## src/rtl/gray_pointer_monitor.sv

```systemverilog
// Receiving end of an async FIFO gray-pointer link: synchronizes the remote pointer and
// registers full/empty, almost and level. Define GRAY_POINTER_CHECK_EN to add a sticky gray_error.
module gray_pointer_monitor #(
    parameter int address_size     = 4,
    parameter int sync_stages      = 2,
    parameter int is_write_side    = 0,
    parameter int almost_threshold = 2
) (
    input  logic                  clk,
    input  logic                  reset,
    input  logic [address_size:0] gray_pointer_remote,
    input  logic [address_size:0] gray_pointer_local_next,
    output logic                  status_flag,
    output logic                  almost_flag,
    output logic [address_size:0] level,
    output logic [address_size:0] gray_pointer_synced
`ifdef GRAY_POINTER_CHECK_EN
    ,
    output logic                  gray_error
`endif
);

    localparam int pw         = address_size + 1;
    localparam int fifo_depth = 2 ** address_size;

    typedef logic [pw-1:0] ptr_t;

    // Top two pointer bits inverted; for address_size=1 this covers the whole pointer.
    localparam ptr_t full_mask    = pw'(3) << (pw - 2);
    localparam bit   reset_status = (is_write_side == 0);
    localparam bit   reset_almost = (is_write_side != 0) ? (almost_threshold >= fifo_depth) : 1'b1;

    function automatic ptr_t gray_to_bin(input ptr_t g);
        ptr_t b;
        b[pw-1] = g[pw-1];
        for (int i = pw - 2; i >= 0; i--) begin
            b[i] = b[i+1] ^ g[i];
        end
        return b;
    endfunction

    ptr_t sync_q [sync_stages];

    // NOTE: these are individual synchronizer flops, not a RAM, so every stage is reset to
    // give the comparison a defined remote pointer straight out of reset.
    always_ff @(posedge clk or negedge reset) begin
        if (!reset) begin
            for (int i = 0; i < sync_stages; i++) begin
                sync_q[i] <= '0;
            end
        end else begin
            sync_q[0] <= gray_pointer_remote;
            for (int i = 1; i < sync_stages; i++) begin
                sync_q[i] <= sync_q[i-1];
            end
        end
    end

    assign gray_pointer_synced = sync_q[sync_stages-1];

    ptr_t local_bin;
    ptr_t remote_bin;
    ptr_t level_d;
    logic status_d;
    logic almost_d;

    // NOTE: every combinational output gets a default first so no path can infer a latch.
    always_comb begin
        local_bin  = gray_to_bin(gray_pointer_local_next);
        remote_bin = gray_to_bin(gray_pointer_synced);
        level_d    = '0;
        status_d   = 1'b0;
        almost_d   = 1'b0;
        if (is_write_side != 0) begin
            status_d = (gray_pointer_local_next == (gray_pointer_synced ^ full_mask));
            level_d  = local_bin - remote_bin;
            almost_d = (int'(level_d) >= fifo_depth - almost_threshold);
        end else begin
            status_d = (gray_pointer_local_next == gray_pointer_synced);
            level_d  = remote_bin - local_bin;
            almost_d = (int'(level_d) <= almost_threshold);
        end
    end

    // Registered on the same edge as the local counter, so local moves show with no extra lag.
    always_ff @(posedge clk or negedge reset) begin
        if (!reset) begin
            status_flag <= reset_status;
            almost_flag <= reset_almost;
            level       <= '0;
        end else begin
            status_flag <= status_d;
            almost_flag <= almost_d;
            level       <= level_d;
        end
    end

`ifdef GRAY_POINTER_CHECK_EN
    ptr_t synced_prev;
    ptr_t synced_diff;

    assign synced_diff = synced_prev ^ gray_pointer_synced;

    // A clear-lowest-bit test flags any step that changes more than one gray bit.
    always_ff @(posedge clk or negedge reset) begin
        if (!reset) begin
            synced_prev <= '0;
            gray_error  <= 1'b0;
        end else begin
            synced_prev <= gray_pointer_synced;
            if (((synced_diff & (synced_diff - ptr_t'(1))) != '0) || (int'(level) > fifo_depth)) begin
                gray_error <= 1'b1;
            end
        end
    end
`endif

endmodule

```

## config.mk

```make
export PLATFORM = sky130hd
export DESIGN_NAME = gray_pointer_monitor
export DESIGN_NICKNAME = d
export VERILOG_FILES = /design/src/rtl/gray_pointer_monitor.sv
export SDC_FILE = /design/constraint.sdc
export NUM_CORES = 1
export LEC_CHECK = 0
export BUFFER_PORTS_ARGS = -buffer_cell sky130_fd_sc_hd__buf_2
export CAP_MARGIN = 20
export CORE_MARGIN = 1.5
export CORE_UTILIZATION = 47
export CTS_BUF_LIST = sky130_fd_sc_hd__clkbuf_16
export DETAILED_ROUTE_END_ITERATION = 8
export GPL_ROUTABILITY_DRIVEN = 0
export PLACE_DENSITY = 0.75
export SLEW_MARGIN = 5
export SYNTH_ARGS = -nofsm -noshare
export SYNTH_HDL_FRONTEND = slang
export SYNTH_SLANG_ARGS = --single-unit
```

## constraint.sdc

```tcl
create_clock -name clk -period 3.64 [get_ports clk]
set_input_delay 0.728 -clock clk [delete_from_list [all_inputs] [get_ports clk]]
set_output_delay 0.728 -clock clk [all_outputs]
set_load 0.005 [all_outputs]
```

==> results by stage, run 1 <==
CTS:
- The buffer depth of the longest clock path is 2.
- The number of H-tree levels is 1.
- The root cell of the clock tree is clkbuf_16.
- The clock net sink count is 17.
- Buffers inserted during clock tree synthesis total 3.
- After clock tree synthesis, the clock-pin slew on the worst setup and hold paths is 50 ps.
- The number of buffers inserted for hold repair after clock tree synthesis is 0.
- Once the clock tree was built, the resizer swapped 0 gates to a different size.
- The count of buffers added by post-CTS timing repair for setup is 0.
- The clock network latency to the later pin of the worst-skew pair is 240 ps.
- TritonCTS built the clock tree.

Route:
- The number of vias after detailed routing is 430.
- The routed design uses 590 um of met2 wire.
- Dividing the detail-routed via count by the number of cells gives 4.78.
- The number of violations reported at the end of detailed-routing iteration 0 is 0.
- The first-pass iteration count of the detailed router is 1.
- In this run the remaining antenna-violating nets after routing total 0.
- The topmost layer with routed signal wires is met4.
- The detailed router put a total of 351 um of wire on met1.
- Dividing the detail-routed wire length by the instance count gives 11.5 um.
- The detailed-route wire length is 1030 um.
- In the routed design, unresolved DRC markers number 0.
- The detailed-routed wire length on met3 is 74 um.

Timing:
- The measured slew at the worst slew-check pin is 453 ps.
- The maximum clock rate is 0.306 GHz.
- The final-report hold violation count is 0.
- Setup repair after global routing left no endpoint under its margin.
- The post-route clock skew is 2.42 ps.
- The worst path needs 3260 ps of the cycle, external delays included.
- The final critical path takes up 89.7% of the cycle.
- The worst slew margin relative to its limit is 69.0%.
- The final setup slack of the worst path is 376 ps.
- Setup total negative slack on the finished layout was measured at 0 ps.
- The final setup violation count is 0.
- The max-slew violation count is 0.

Critical path:
- Of all nets on the critical path, the largest fanout is 3.
- The largest individual stage delay along the critical path comes from the cell a2111oi_0.
- STA classifies the critical path endpoint as a flop.
- The family with the most delay on the worst path is XOR/XNOR gates.
- Among the stages of the critical path, the cell type that occurs most often is xnor2_1.
- The startpoint of the most critical setup path is gray_pointer_local_next[4].
- STA puts the critical path data arrival time at 3360 ps.
- STA classifies the critical path startpoint as an input pin.
- For the worst setup path, the data required time is 3740 ps.
- The total buffers and inverters traversed by the critical path is 2.
- The start of the worst register-to-register path is gray_pointer_synced[4]$_DFF_PN0_.
- On the worst path, the slowest cell contributes a delay of 440 ps.
- The worst setup path is of the in2reg kind.
- Walking the worst path, the cells encountered are buf_2 -> xnor2_1 -> xor2_1 -> xor2_1 -> xnor2_1 -> ha_1 -> inv_1 -> fa_1 -> a21o_1 -> a21oi_1 -> xnor2_1 -> a2111oi_0.

Floorplan:
- The die footprint is 0.00179 mm^2.
- The initial cell density of the core is 49.5%.
- The die is 42.4 um tall.
- In this run the horizontal extent of the chip is 42.4 um.
- The number of I/O pins is 24.
- The site row count is 14.
- In this run the standard cell core region covers 0.00147 mm^2.

Final layout:
- Of the cells placed in the final design, the portion with a size suffix greater than 1 is 37.8%.
- From synthesis to final layout, the design area changed by 24.2%.
- The final core area utilization is 61.5%.
- The library cells used most frequently in the layout, excluding fill and tap cells, are buf_2, dfrtp_1, xnor2_1, xor2_1, ha_1.
- The library cell used most frequently in the layout, excluding fill and tap cells, is buf_2.
- The layout has 116 filler cells.
- The number of diodes added for antenna fixing is 0.
- The finished cells cover 905 um^2.
- After the last flow step, the layout net total stands at 92.

Synthesis:
- The average cell area after synthesis is 14.0 um^2.
- In this run the cell area of the synthesized design comes to 728 um^2.
- Counting distinct cell types in the post-synthesis netlist gives 14.
- The total number of yosys warnings is 0.
- Synthesis handed over a netlist of 52 instances.
- Ranked by total cell area, the synthesized netlist is headed by dfrtp_1, xnor2_1, xor2_1.
- The fraction of the yosys area taken by sequential cells is 58.8%.
- Synthesis produced a netlist with a net count of 69.
- The synthesized design contains 17 register bits.
- Of the post-synthesis cell area, the dominant cell type holds 51.5%.
- The largest total area in the synthesized netlist belongs to dfrtp_1.

Worst hold path:
- In this run the worst hold path is classified as reg2reg.
- The startpoint identified for the worst hold timing path is sync_q[9]$_DFF_PN0_.

GRT:
- The number of antenna violations at the first check in global routing is 0.
- For this run the aggregate overflow at the end of global routing stands at 0.
- The via count of the first global-routing pass was 442.
- Across every metal layer, demand over resource in global routing totals 13.7%.
- The first global-routing pass estimated 1700 um of wire.
- The largest net degree at the start of global routing is 18.

Placed design:
- The detailed placement HPWL is 834 um.
- The minimum setup slack after placement is 61.8 ps.
- Once placement finished, the instance area stood at 826 um^2.
- Buffers placed on the I/O ports in this run total 23.

Pwr:
- VDD sags by at most 452 uV.
- The register share of total power is 40.2%.
- For this design the ratio of total power to cell area is 658 mW/mm^2.
- In this run the power spent charging and discharging nets is 149 uW.
- The clock share of power is 35.3%.
- In this run the static leakage power is 0.448 nW.
- The net switching fraction of the power is 25.0%.
- Per report_power, the combinational group accounts for 24.5% of the total.
- The internal power of the cells totals 446 uW.

Run status:
- The flow ran to the end, and the final reports show no timing, DRC or antenna violations.

Flow run:
- Max-cap violations in this run came to 0.
-- worst register-to-register path, stage by stage (launching register included) --
cell and delay, ps:
dfrtp_1 400, xor2_1 260, xor2_1 260, xor2_1 360, xnor2_1 170, ha_1 160
inv_1 60, fa_1 400, a21o_1 180, a21oi_1 160, xnor2_1 90, a2111oi_0 440
-- power groups by stage --
stage	clock network, mW	registers, mW	logic (mW)
CTS	0.215	0.240	0.150
detailed placement	0	0.243	0.148
global placement	0	0.241	0.142
finish	0.210	0.239	0.146
global route	0.223	0.244	0.165
floorplan	0	0.249	0.0846
-- path summary, 6_finish.rpt --
check	end	slack (ps)	depth (start not counted)
worst max-delay path	almost_flag$_DFF_PN1_	380	12
worst min-delay path	gray_pointer_synced[4]$_DFF_PN0_	350	0
worst max register to register	almost_flag$_DFF_PN1_	560	11
worst min register to register	gray_pointer_synced[4]$_DFF_PN0_	350	0
max in group asynchronous	almost_flag$_DFF_PN1_	2960	1
min in group asynchronous	level[1]$_DFF_PN0_	380	1
-- cells in the mapped netlist --
master / instances
a21oi_1: 1
dfstp_2: 2
a31oi_1: 1
dfrtp_1: 15
nor3_1: 1
inv_1: 2
xor2_1: 8
buf_4: 5
xnor2_1: 8
ha_1: 4
fa_1: 1
nand3_1: 1
a2111oi_0: 1
a21o_1: 2
-- metal layers --
layer,vias up,global-route usage [%]
li1,208,-
met1,202,11.0
met2,18,27.1
met3,2,6.47
met4,0,5.63
met5,-,0
-- sequential cells by signal (all words and copies together) (netlist names) --
register / flops
status_flag: 1
level: 5
sync_q: 5
almost_flag: 1
gray_pointer_synced: 5
-- area by class of cell --
class / instances / area [um^2] / area share [%]
inverters: 2 / 7.51 / 0.830
multi-input cells: 28 / 255 / 28.2
repair buffers: 23 / 115 / 12.7
clock inverters: 1 / 3.75 / 0.415
flip-flops and latches: 17 / 428 / 47.3
well taps: 16 / 20.0 / 2.21
clock buffers: 3 / 75.1 / 8.30
-- cells by family (layout without fill, tap and decap cells) --
| family | after synthesis | after routing | share of synthesized area [%] |
|---|---|---|---|
| AO/OA/AOI/OAI | 5 | 5 | 4.81 |
| XOR/XNOR | 16 | 16 | 19.2 |
| AND/OR/NAND/NOR | 2 | 2 | 1.37 |
| buffers and inverters | 7 | 29 | 6.19 |
| flip-flops | 17 | 17 | 58.8 |
| adder cells (fa/ha/maj) | 5 | 5 | 9.62 |
-- through the flow --
stage / hold slack, ps / power (mW) / std cells
3_3_place_gp: 332 / 0.383 / 86
2_1_floorplan: 331 / 0.334 / 52
6_report: 348 / 0.595 / 90
3_5_place_dp: 340 / 0.391 / 86
5_1_grt: 353 / 0.631 / 90
4_1_cts: 352 / 0.605 / 90
Power figures use the tool's default switching activity.
==> run 2, diff against run 1 <==
CORE_UTILIZATION = 50   (was 47)
CTS_BUF_LIST = sky130_fd_sc_hd__clkbuf_8   (was sky130_fd_sc_hd__clkbuf_16)
PLACE_DENSITY = 0.79   (was 0.75)
==> run 2 against run 1 <==
  * Sequential power barely moved
  * Count of clock-buffer cells in the layout is the same
  * Global-route usage is 1.9 points higher
  * Final area is 3.9% lower
  * Critical path depth unchanged
  * Core utilization increased by 3.7 points
  * Worst setup slack better by 92 ps
==> results by stage, run 2 (synthesis gave the netlist of run 1 again) <==
Timing:
- The max-slew violation count is 0 (unchanged).
- The final worst hold slack is 346 ps (was 348 ps).
- The setup total negative slack was 0 ps (unchanged).
- The maximum clock rate is 0.315 GHz (was 0.306 GHz).
- The measured slew at the worst slew-check pin is 364 ps (was 453 ps).
- The final clock period utilization by the worst path is 87.1% (was 89.7%).
- The clock period minus worst slack came to 3170 ps (was 3260 ps).
- The worst slew margin relative to its limit came to 75.1% (was 69.0%).
- The final setup slack of the worst path is 468 ps (was 376 ps).
- The post-route clock skew is 7.51 ps (was 2.42 ps).
- The final-report hold violation count is 0 (unchanged).
- Unrepaired setup endpoints after global routing: no (unchanged).
- The final setup violation count is 0 (unchanged).

CTS:
- The root cell of the clock tree is clkbuf_8 (was clkbuf_16).
- The clock transition at the registers of the reported paths is 60 ps (was 50 ps).
- The count of buffers added by post-CTS timing repair for setup is 0 (unchanged).
- The number of gates resized after cts was 0 (unchanged).
- The clock network latency to the later pin of the worst-skew pair is 250 ps (was 240 ps).
- The clock net sink count is 17 (unchanged).
- The number of H-tree levels is 1 (unchanged).
- The CTS tree was yes (unchanged).
- The number of buffers inserted for hold repair after clock tree synthesis is 0 (unchanged).
- The buffer depth of the longest clock path is 2 (unchanged).
- The number of buffers created by CTS was 3 (unchanged).

Critical path:
- The maximum net fanout on the critical path was 3 (unchanged).
- The critical path arrival is 3290 ps (was 3360 ps).
- The total buffers and inverters traversed by the critical path is 2 (unchanged).
- The most prevalent standard cell on the critical path was xnor2_1 (unchanged).
- The kind of critical path was in2reg (unchanged).
- The data required time of the worst path is 3760 ps (was 3740 ps).
- The family with the most delay on the worst path is XOR/XNOR gates (unchanged).
- The cell type of the slowest stage on the worst timing path is fa_1 (was a2111oi_0).
- The worst-case reg-to-reg path depth came to 11 (unchanged).
- The delay of the slowest critical-path stage is 400 ps (was 440 ps).
- Ordered list of cells on the worst path: buf_2 -> xnor2_1 -> xor2_1 -> xor2_1 -> xnor2_1 -> ha_1 -> inv_1 -> fa_1 -> a21o_1 -> a21oi_1 -> xnor2_1 -> a2111oi_0 (unchanged).
- The number of cells on the critical path is 12 (unchanged).
- The critical path launch point type is an input pin (unchanged).
- The endpoint kind of the worst setup timing path is a flop (unchanged).

Final layout:
- The filler cell count in the final layout is 111 (was 116).
- The most frequent standard cell in the layout excluding fill and tap cells is buf_2 (unchanged).
- The final core area utilization is 65.2% (was 61.5%).
- Highest-count cells in the layout ignoring fill and taps: buf_2, dfrtp_1, xnor2_1, xor2_1, ha_1 (unchanged).
- The fraction of layout instances using a drive strength above 1 came to 37.8% (unchanged).
- The number of diodes added for antenna fixing is 0 (unchanged).
- The growth of design area from synthesis to finish is 19.4% (was 24.2%).
- The final design area excluding fillers was 870 um^2 (was 905 um^2).
- The net count of the finished layout is 92 (unchanged).
- The count of placed standard cells in the final layout, fillers left out came to 89 (was 90).

Floorplan:
- The site row count came to 13 (was 14).
- The number of I/O pins is 24 (unchanged).
- The core area is 0.00133 mm^2 (was 0.00147 mm^2).
- The die footprint came to 0.00169 mm^2 (was 0.00179 mm^2).
- The height of the chip was 41.2 um (was 42.4 um).
- The die extent in x is 41.2 um (was 42.4 um).
- The initial cell density of the core is 54.6% (was 49.5%).

GRT:
- The wire length of the first global-routing pass is 1590 um (was 1700 um).
- The via count of the first global-routing pass is 391 (was 442).
- The total congestion overflow is 0 (unchanged).
- The global-route usage over all layers is 15.6% (was 13.7%).
- The number of antenna violations at the first check in global routing is 0 (unchanged).
- The largest net degree at the start of global routing was 18 (unchanged).

Pwr:
- The clock share of power was 25.8% (was 35.3%).
- The register share of total power was 46.2% (was 40.2%).
- The net switching fraction of the power was 27.6% (was 25.0%).
- The total power of the final layout is 519 uW (was 595 uW).
- The total power divided by cell area came to 597 mW/mm^2 (was 658 mW/mm^2).
- The internal power consumption was 376 uW (was 446 uW).
- The largest vdd supply drop is 327 uV (was 452 uV).
- The portion of total power attributed to combinational logic is 28.0% (was 24.5%).
- The switching component of the power came to 143 uW (was 149 uW).
- The static power due to leakage came to 0.433 nW (was 0.448 nW).

Route:
- The first-pass iteration count of the detailed router is 3 (was 1).
- The detailed-route wire length is 1040 um (was 1030 um).
- The number of vias per cell after detailed routing is 4.85 (was 4.78).
- The number of vias after detailed routing was 432 (was 430).
- The remaining number of nets flagged by the antenna check after routing is 0 (unchanged).
- The number of violations reported at the end of detailed-routing iteration 0 is 4 (was 0).
- The DRC violation count after routing is 0 (unchanged).
- The wire length per cell after detailed routing came to 11.7 um (was 11.5 um).

Placed design:
- The count of input and output buffers came to 23 (unchanged).
- The minimum setup slack after placement is 183 ps (was 61.8 ps).
- The placed instance area is 825 um^2 (was 826 um^2).
- The cell count after placement is 85 (was 86).

Worst hold path:
- The worst hold path cell count is 0 (unchanged).
- The worst min-delay path category was reg2reg (unchanged).

Flow run:
- The number of maximum-capacitance violations came to 0 (unchanged).

Run status:
- Result of the run: completed (unchanged).
## run 2: area by class of cell
type	instances	area, um^2	share of cell area, %
multi-input combinational	28	255	29.4
clock buffer	3	41.3	4.75
inverter	2	7.51	0.863
sequential	17	428	49.2
timing repair buffer	23	115	13.2
clock inverter	1	3.75	0.432
tap	15	18.8	2.16
## run 2: power groups by stage
stage	Clock (mW)	Combinational [mW]	Sequential (mW)
finish	0.134	0.145	0.240
detailed placement	0	0.148	0.244
global route	0.146	0.172	0.246
global placement	0	0.141	0.242
floorplan	0	0.0846	0.249
CTS	0.137	0.149	0.240
## run 2: final timing paths
check | from | to | slack (ps)
worst max register to register | gray_pointer_synced[4]$_DFF_PN0_ | almost_flag$_DFF_PN1_ | 630
max in group asynchronous | reset | almost_flag$_DFF_PN1_ | 2950
worst min-delay path | sync_q[7]$_DFF_PN0_ | gray_pointer_synced[2]$_DFF_PN0_ | 350
worst min register to register | sync_q[7]$_DFF_PN0_ | gray_pointer_synced[2]$_DFF_PN0_ | 350
min in group asynchronous | reset | gray_pointer_synced[2]$_DFF_PN0_ | 380
worst max-delay path | gray_pointer_local_next[4] | almost_flag$_DFF_PN1_ | 470
## run 2: layer usage
| metal | global-route usage, % | vias to the layer above | wire length (um) |
|---|---|---|---|
| li1 | - | 208 | - |
| met1 | 14.9 | 201 | 411 |
| met5 | 0 | - | 0 |
| met3 | 4.89 | 4 | 72 |
| met2 | 28.5 | 19 | 532 |
| met4 | 9.68 | 0 | 25 |
## run 2: worst reg2reg max path, cell delays in order (launching register included)
cell       delay, ps
dfrtp_1          400
xor2_1           250
xor2_1           250
xor2_1           360
xnor2_1          170
ha_1             180
inv_1             70
fa_1             400
a21o_1           170
a21oi_1          170
xnor2_1          100
a2111oi_0        360
